File: src/rtl/mic_cic_frame_scheduler.sv
// mic_cic_frame_scheduler
//   Drives the shared active-low reset of a bank of NUM_CH CIC decimators,
//   waits out a settle window after filter release, then captures each
//   channel's output on its out_valid strobe into a one-deep holding slot
//   and serialises the slots in strict channel order 0..NUM_CH-1 over a
//   valid/ready stream. Samples that arrive while their slot is still
//   occupied are dropped and flagged in a sticky per-channel overrun vector.
//
//   Build option: define MIC_SCHED_FRAME_CNT_EN to build a 16-bit counter of
//   completed frames on frame_cnt. Without it frame_cnt is tied to zero and
//   no counter logic exists; the port list is the same in both builds.

module mic_cic_frame_scheduler #(
    parameter int NUM_CH        = 8,
    parameter int DATA_W        = 16,
    parameter int SETTLE_CYCLES = 4096,
    parameter int CNT_W         = 13,
    parameter int CH_W          = 3
) (
    input  logic                     clk_in,
    input  logic                     reset_n,
    input  logic                     enable,
    input  logic [NUM_CH-1:0]        ch_valid,
    input  logic [NUM_CH*DATA_W-1:0] ch_data,
    output logic                     filt_reset_n,
    output logic [DATA_W-1:0]        out_data,
    output logic [CH_W-1:0]          out_ch,
    output logic                     out_sof,
    output logic                     out_valid,
    input  logic                     out_ready,
    output logic [NUM_CH-1:0]        overrun,
    input  logic                     overrun_clr,
    output logic                     busy,
    output logic [15:0]              frame_cnt
);

    // ------------------------------------------------------------------
    // Constants
    // ------------------------------------------------------------------
    localparam logic [1:0] ST_IDLE   = 2'd0;
    localparam logic [1:0] ST_SETTLE = 2'd1;
    localparam logic [1:0] ST_RUN    = 2'd2;
    localparam logic [1:0] ST_DRAIN  = 2'd3;

    localparam logic [CH_W-1:0]  LAST_CH     = CH_W'(NUM_CH - 1);
    localparam logic [CNT_W-1:0] SETTLE_LAST = CNT_W'(SETTLE_CYCLES - 1);

    // ------------------------------------------------------------------
    // State
    // ------------------------------------------------------------------
    logic [1:0]        state;
    logic [1:0]        state_nxt;
    logic [CNT_W-1:0]  settle_cnt;
    logic [NUM_CH-1:0] full;
    logic [NUM_CH-1:0] full_nxt;
    logic [CH_W-1:0]   ptr;
    logic [CH_W-1:0]   ptr_nxt;
    logic [NUM_CH-1:0] overrun_nxt;
    logic [DATA_W-1:0] hold [NUM_CH];

    // Per-cycle decode
    logic              emitting;     // RUN or DRAIN: the head slot may be presented
    logic              handshake;    // head slot accepted this cycle
    logic              last_hs;      // accepted slot closes the frame
    logic              go_idle;      // taking an IDLE transition this cycle
    logic [NUM_CH-1:0] capture;      // ch_valid qualified by the capture window
    logic [NUM_CH-1:0] clear_vec;    // one-hot of the slot being released
    logic [NUM_CH-1:0] load;         // slots written with a fresh sample
    logic [NUM_CH-1:0] drop;         // samples lost to an occupied slot

    // ------------------------------------------------------------------
    // Output decode. Everything here is a function of registers only, so
    // out_ready and ch_valid never reach an output combinationally.
    // ------------------------------------------------------------------
    assign emitting     = (state == ST_RUN) || (state == ST_DRAIN);
    assign out_valid    = emitting && full[ptr];
    assign out_data     = hold[ptr];
    assign out_ch       = ptr;
    assign out_sof      = out_valid && (ptr == '0);
    assign busy         = (state != ST_IDLE);
    assign filt_reset_n = (state != ST_IDLE);

    assign handshake = out_valid && out_ready;
    assign last_hs   = handshake && (ptr == LAST_CH);

    // Sequencer next-state: filter reset control, settle window and drain.
    always_comb begin
        // NOTE: every variable written here gets a default first, so no
        // path through the case can leave it unassigned and infer a latch.
        state_nxt = state;
        go_idle   = 1'b0;
        case (state)
            ST_IDLE: begin
                if (enable) begin
                    state_nxt = ST_SETTLE;
                end
            end
            ST_SETTLE: begin
                // Dropping enable aborts the settle window outright.
                if (!enable) begin
                    state_nxt = ST_IDLE;
                    go_idle   = 1'b1;
                end else if (settle_cnt == SETTLE_LAST) begin
                    state_nxt = ST_RUN;
                end
            end
            ST_RUN: begin
                if (!enable) begin
                    state_nxt = ST_DRAIN;
                end
            end
            ST_DRAIN: begin
                // The frame is finished either by accepting the last
                // channel or by finding the head slot empty: with captures
                // off, an empty head can never fill again.
                if (last_hs || !full[ptr]) begin
                    state_nxt = ST_IDLE;
                    go_idle   = 1'b1;
                end
            end
            default: begin
                state_nxt = ST_IDLE;
                go_idle   = 1'b1;
            end
        endcase
    end

    // Slot bookkeeping: release of the head slot is applied before a
    // capture, so a same-cycle release and capture on one channel refills
    // the slot rather than counting as an overrun.
    always_comb begin
        clear_vec = '0;
        if (handshake) begin
            clear_vec[ptr] = 1'b1;
        end

        capture = (state == ST_RUN) ? ch_valid : '0;
        drop    = capture & full & ~clear_vec;
        load    = capture & ~drop;

        full_nxt = (full & ~clear_vec) | load;

        ptr_nxt = ptr;
        if (handshake) begin
            ptr_nxt = (ptr == LAST_CH) ? '0 : ptr + CH_W'(1);
        end

        // Each return to IDLE discards whatever is still queued.
        if (go_idle) begin
            full_nxt = '0;
            ptr_nxt  = '0;
        end

        // A drop in the same cycle as a clear request keeps its bit set.
        overrun_nxt = (overrun_clr ? '0 : overrun) | drop;
    end

    // Sequencer, settle counter, slot flags, read pointer and overrun flags.
    always_ff @(posedge clk_in or negedge reset_n) begin
        // NOTE: state registers use non-blocking assignment so every
        // register samples pre-edge values regardless of statement order.
        if (!reset_n) begin
            state      <= ST_IDLE;
            settle_cnt <= '0;
            full       <= '0;
            ptr        <= '0;
            overrun    <= '0;
        end else begin
            state      <= state_nxt;
            // Counts only while settling; any other state parks it at zero
            // so each SETTLE entry starts a fresh window.
            settle_cnt <= (state == ST_SETTLE) ? settle_cnt + CNT_W'(1) : '0;
            full       <= full_nxt;
            ptr        <= ptr_nxt;
            overrun    <= overrun_nxt;
        end
    end

    // Sample holding slots, written only when their channel captures.
    always_ff @(posedge clk_in) begin
        // NOTE: the data slots are deliberately not reset; the full flags
        // gate their visibility, so a reset here would only cost routing.
        for (int k = 0; k < NUM_CH; k++) begin
            if (load[k]) begin
                hold[k] <= ch_data[k*DATA_W +: DATA_W];
            end
        end
    end

`ifdef MIC_SCHED_FRAME_CNT_EN
    logic [15:0] frame_cnt_q;

    // Completed-frame counter; survives IDLE, cleared only by reset.
    always_ff @(posedge clk_in or negedge reset_n) begin
        if (!reset_n) begin
            frame_cnt_q <= '0;
        end else if (last_hs) begin
            frame_cnt_q <= frame_cnt_q + 16'd1;
        end
    end

    assign frame_cnt = frame_cnt_q;
`else
    assign frame_cnt = 16'd0;
`endif

endmodule
File: config.mk
export PLATFORM = sky130hd
export DESIGN_NAME = mic_cic_frame_scheduler
export DESIGN_NICKNAME = d
export VERILOG_FILES = /design/src/rtl/mic_cic_frame_scheduler.sv
export SDC_FILE = /design/constraint.sdc
export NUM_CORES = 1
export LEC_CHECK = 0
export ABC_AREA = 1
export BUFFER_PORTS_ARGS = -buffer_cell sky130_fd_sc_hd__buf_2
export CAP_MARGIN = 20
export CORE_MARGIN = 5
export CORE_UTILIZATION = 45
export CTS_CLUSTER_SIZE = 10
export DETAILED_ROUTE_END_ITERATION = 6
export GPL_ROUTABILITY_DRIVEN = 0
export HOLD_SLACK_MARGIN = 0.15
export PLACE_DENSITY_LB_ADDON = 0.12
export SLEW_MARGIN = 10
export SYNTH_ARGS = -nofsm -noshare
export SYNTH_HDL_FRONTEND = slang
export SYNTH_SLANG_ARGS = --single-unit
File: constraint.sdc
create_clock -name clk_in -period 4.65 [get_ports clk_in]
set_input_delay 0.93 -clock clk_in [delete_from_list [all_inputs] [get_ports clk_in]]
set_output_delay 0.93 -clock clk_in [all_outputs]
set_load 0.005 [all_outputs]
==> impl_metrics.prom <==
# TYPE chip_impl_metric gauge
chip_impl_info{name="outcome",value="finished, final reports clean"} 1
chip_impl_metric{name="post_layout_nonfiller_instances",unit=""} 862
chip_impl_info{name="clockRootBuffer",value="sky130_fd_sc_hd__clkbuf_16"} 1
chip_impl_metric{name="floorplan.die.width",unit="microns"} 129.7
chip_impl_metric{name="areaGrowthSynthToFinish",unit="%"} 23.72
chip_impl_metric{name="max-vdd-ir-drop",unit="V"} 0.0002739
chip_impl_metric{name="placed_cells_incl_taps",unit=""} 830
chip_impl_metric{name="post-route-drc-count",unit=""} 0
chip_impl_metric{name="clk-insertion-delay-late",unit="ps"} 420
chip_impl_metric{name="postCtsSetupRepairBufs",unit=""} 0
chip_impl_metric{name="drt-wirelength-per-cell",unit="microns"} 19.75
chip_impl_metric{name="clockBufferDepth",unit=""} 2
chip_impl_metric{name="synth-seq-area-share",unit="%"} 72.78
chip_impl_metric{name="core.rowCount",unit=""} 43
chip_impl_info{name="worstSetupStartpoint",value="out_ch[0]$_DFFE_PN0P_"} 1
chip_impl_info{name="worst_path_dominant_cell_family",value="compound AO/OA/AOI/OAI gates"} 1
chip_impl_metric{name="critPathArrivalTime",unit="ps"} 2650
chip_impl_metric{name="timing.critical_path.slowest_cell_delay",unit="ps"} 640
chip_impl_metric{name="cp_data_required_time",unit="ps"} 3720
chip_impl_metric{name="ctsHtreeMaxLevel",unit=""} 4
chip_impl_info{name="crit-reg2reg-launch",value="out_ch[1]$_DFFE_PN0P_"} 1
chip_impl_metric{name="final_layout_size_suffix_gt1_share",unit="%"} 32.70
chip_impl_info{name="critPathKind",value="reg -> out"} 1
chip_impl_metric{name="fin_hold_ws",unit="ps"} 455.8
chip_impl_metric{name="grt_remaining_overflow",unit=""} 0
chip_impl_metric{name="synthesis.instances",unit=""} 494
chip_impl_metric{name="wire_length_of_the_first_global_routing_pass",unit="microns"} 25190
chip_impl_metric{name="postPlaceCellArea",unit="sq mm"} 0.007426
chip_impl_metric{name="cts-buffers-inserted",unit=""} 17
chip_impl_metric{name="antenna_found_initial",unit=""} 0
chip_impl_info{name="critical_path_end_type",value="primary output"} 1
chip_impl_metric{name="grt_start_max_net_pins",unit=""} 35
chip_impl_metric{name="min_period",unit="ps"} 3583
chip_impl_metric{name="num_antenna_cells",unit=""} 0
chip_impl_metric{name="setup_viol_count_final",unit=""} 0
chip_impl_metric{name="postSynthAreaPerCell",unit="sq um"} 13.06
chip_impl_metric{name="report.final.hold_viol_count",unit=""} 0
chip_impl_metric{name="path_buf_inv",unit=""} 3
chip_impl_metric{name="totalNegativeSetupSlack",unit="ps"} 0
chip_impl_metric{name="post_synth_instance_area",unit="sq mm"} 0.006450
chip_impl_metric{name="cellLeakagePower",unit="uW"} 0.003290
chip_impl_metric{name="dieHeight",unit="microns"} 129.7
chip_impl_metric{name="initial_core_util",unit="%"} 46.11
chip_impl_metric{name="synth.lib_cells_used.distinct",unit=""} 34
chip_impl_metric{name="first_global_vias",unit=""} 4603
chip_impl_metric{name="warnings_from_yosys",unit=""} 0
chip_impl_info{name="critical_path.cell_chain",value="inv_2 > nand2_1 > inv_1 > a22o_1 > a221oi_1 > nand2_1 > buf_2"} 1
chip_impl_metric{name="hpwlAfterDp",unit="microns"} 12460
chip_impl_info{name="tritoncts",value="yes"} 1
chip_impl_metric{name="die-area",unit="sq mm"} 0.01683
chip_impl_metric{name="clock.fmax",unit="GHz"} 0.2791
chip_impl_metric{name="clkSlewWorstSetupHoldPaths",unit="ps"} 60
chip_impl_info{name="critPathMostFrequentCell",value="sky130_fd_sc_hd__nand2_1"} 1
chip_impl_metric{name="numClockSinks",unit=""} 162
chip_impl_metric{name="global_route.usage.total",unit="%"} 20.55
chip_impl_metric{name="report.final.slew_viol_count",unit=""} 0
chip_impl_metric{name="num_io_pins",unit=""} 188
chip_impl_info{name="master_of_the_slowest_instance_on_the_critical_path",value="sky130_fd_sc_hd__dfrtp_1"} 1
chip_impl_metric{name="buffer_ports.inserted",unit=""} 171
chip_impl_metric{name="cts_hold_buffers",unit=""} 0
chip_impl_metric{name="slew_headroom",unit="%"} 28.42
chip_impl_metric{name="drt_iter0_drc",unit=""} 308
chip_impl_metric{name="post_drt_via_cell_ratio",unit=""} 5.190
chip_impl_metric{name="cap_violations",unit=""} 0
chip_impl_metric{name="routed_wl",unit="microns"} 17030
chip_impl_metric{name="ys_seq_elements",unit=""} 162
chip_impl_info{name="critPathLaunchType",value="flop"} 1
chip_impl_metric{name="floorplan.core_area",unit="sq mm"} 0.01399
chip_impl_metric{name="fin_area",unit="sq mm"} 0.007980
chip_impl_metric{name="p_per_area",unit="mW/mm^2"} 493.2
chip_impl_metric{name="cts_resized",unit=""} 0
chip_impl_metric{name="vias",unit=""} 4474
chip_impl_metric{name="critical_path.max_fanout",unit=""} 15
chip_impl_info{name="grt_setup_unrepaired",value="false"} 1
chip_impl_metric{name="drt.antenna.violating_nets",unit=""} 0
chip_impl_metric{name="net_count_reported_at_finish",unit=""} 814
chip_impl_metric{name="detail_route.first_pass.iterations",unit=""} 6
chip_impl_metric{name="final_min_period_over_clock_period",unit="%"} 77.05
chip_impl_metric{name="final.setup_skew",unit="ps"} 9.079
chip_impl_info{name="holdCritStartpoint",value="settle_cnt[0]$_DFF_PN0_"} 1
chip_impl_metric{name="worst_slew_pin_slew",unit="ps"} 1074
chip_impl_info{name="hold_path.class",value="reg -> reg"} 1
## cell usage after synthesis, drive strengths merged
library cell / n / share of area (%)
nand3: 16 / 1.2
o21bai: 1 / 0.12
a221oi: 19 / 2.6
nand2: 106 / 6.2
conb: 1 / 0.058
buf: 25 / 2.7
nor3b: 3 / 0.35
ha: 4 / 0.78
o2bb2ai: 1 / 0.14
o31ai: 1 / 0.12
xnor2: 1 / 0.14
or2: 1 / 0.097
nor4: 1 / 0.097
inv: 35 / 2.0
a21oi: 24 / 1.9
a22oi: 14 / 1.6
clkbuf: 6 / 0.35
nor3: 6 / 0.54
o311ai: 1 / 0.14
nor2: 24 / 1.5
and2: 1 / 0.097
o21ai: 13 / 1.0
dfrtp: 34 / 13
a22o: 17 / 2.3
a21boi: 1 / 0.12
edfxtp: 128 / 60
nand4: 10 / 0.97
## stage by stage
step	power [uW]	utilization [%]	worst slack (ps)
finish	3936	57.05	1067
global route	4117	57.05	891.6
CTS	3967	57.05	1090
detailed placement	2648	53.09	1552
global placement	2640	53.09	1626
floorplan	2306	-	2037
## cell families after synthesis
kind of cell    count (synthesis)  share of synthesized area (%)
simple gates                  168                          11.12
flops                         162                          72.78
compound gates                 92                          10.01
buf+inv                        66                          5.121
fa+ha+maj                       4                         0.7760
xor+xnor                        1                         0.1358
other cells                     1                        0.05814
## worst paths after layout
kind	end	slack [ps]	cells after the start
min in group asynchronous	settle_cnt[10]$_DFF_PN0_	600	1
worst min-delay path	settle_cnt[0]$_DFF_PN0_	460	1
worst max-delay path	out_data[5]	1070	7
worst min register to register	settle_cnt[0]$_DFF_PN0_	460	1
worst max register to register	hold[4][12]$_DFFE_PP_	1610	9
max in group asynchronous	overrun[4]$_DFF_PN0_	3530	1
## state kept, by name, summed over array words and instances (netlist names), named ones only
name        cells
state           1
full            8
settle_cnt     13
out_ch          3
overrun         8
hold          128
## layout by cell type (no fill, tap or decap), types with 4 or more instances in the layout
master                      instances
sky130_fd_sc_hd__nand2_1          104
sky130_fd_sc_hd__edfxtp_1         128
sky130_fd_sc_hd__inv_1             25
sky130_fd_sc_hd__nand4_1           10
sky130_fd_sc_hd__a22oi_1           14
sky130_fd_sc_hd__nand3_1           16
sky130_fd_sc_hd__a22o_1            17
sky130_fd_sc_hd__nor2_1            22
sky130_fd_sc_hd__a221oi_1          19
sky130_fd_sc_hd__buf_2            171
sky130_fd_sc_hd__clkbuf_16         17
sky130_fd_sc_hd__clkbuf_1           5
sky130_fd_sc_hd__a21oi_1           16
sky130_fd_sc_hd__dfrtp_1           34
sky130_fd_sc_hd__conb_1            16
sky130_fd_sc_hd__a21oi_2            8
sky130_fd_sc_hd__clkinv_2           5
sky130_fd_sc_hd__inv_2             10
sky130_fd_sc_hd__ha_1               4
sky130_fd_sc_hd__nor3_1             5
sky130_fd_sc_hd__o21ai_1            9
sky130_fd_sc_hd__o21ai_0            4
## routing by layer
metal | part of all wire, % | track usage (%) | wire length, microns | vias up
li1 | - | - | - | 2114
met1 | 45 | 29.32 | 7627 | 2134
met2 | 46 | 30.18 | 7759 | 204
met3 | 7.6 | 5.731 | 1302 | 22
met4 | 2.0 | 7.946 | 335 | 0
met5 | 0 | 0 | 0 | -
## where the power goes
part	total (uW)	switching [uW]	internal, uW
Clock	1320	530	787
Sequential	1900	107	1790
Combinational	719	480	239
Total	3940	1120	2820
## area by class of cell
class,instances,area (sq um)
Clock buffer,22,444.2
Multi-Input combinational cell,281,1511
Fill cell,1194,6008
Sequential cell,162,4695
Inverter,35,131.4
Tap cell,180,225.2
Timing Repair Buffer,172,863.3
Clock inverter,10,110.1
(Power assumes the default switching activity.)
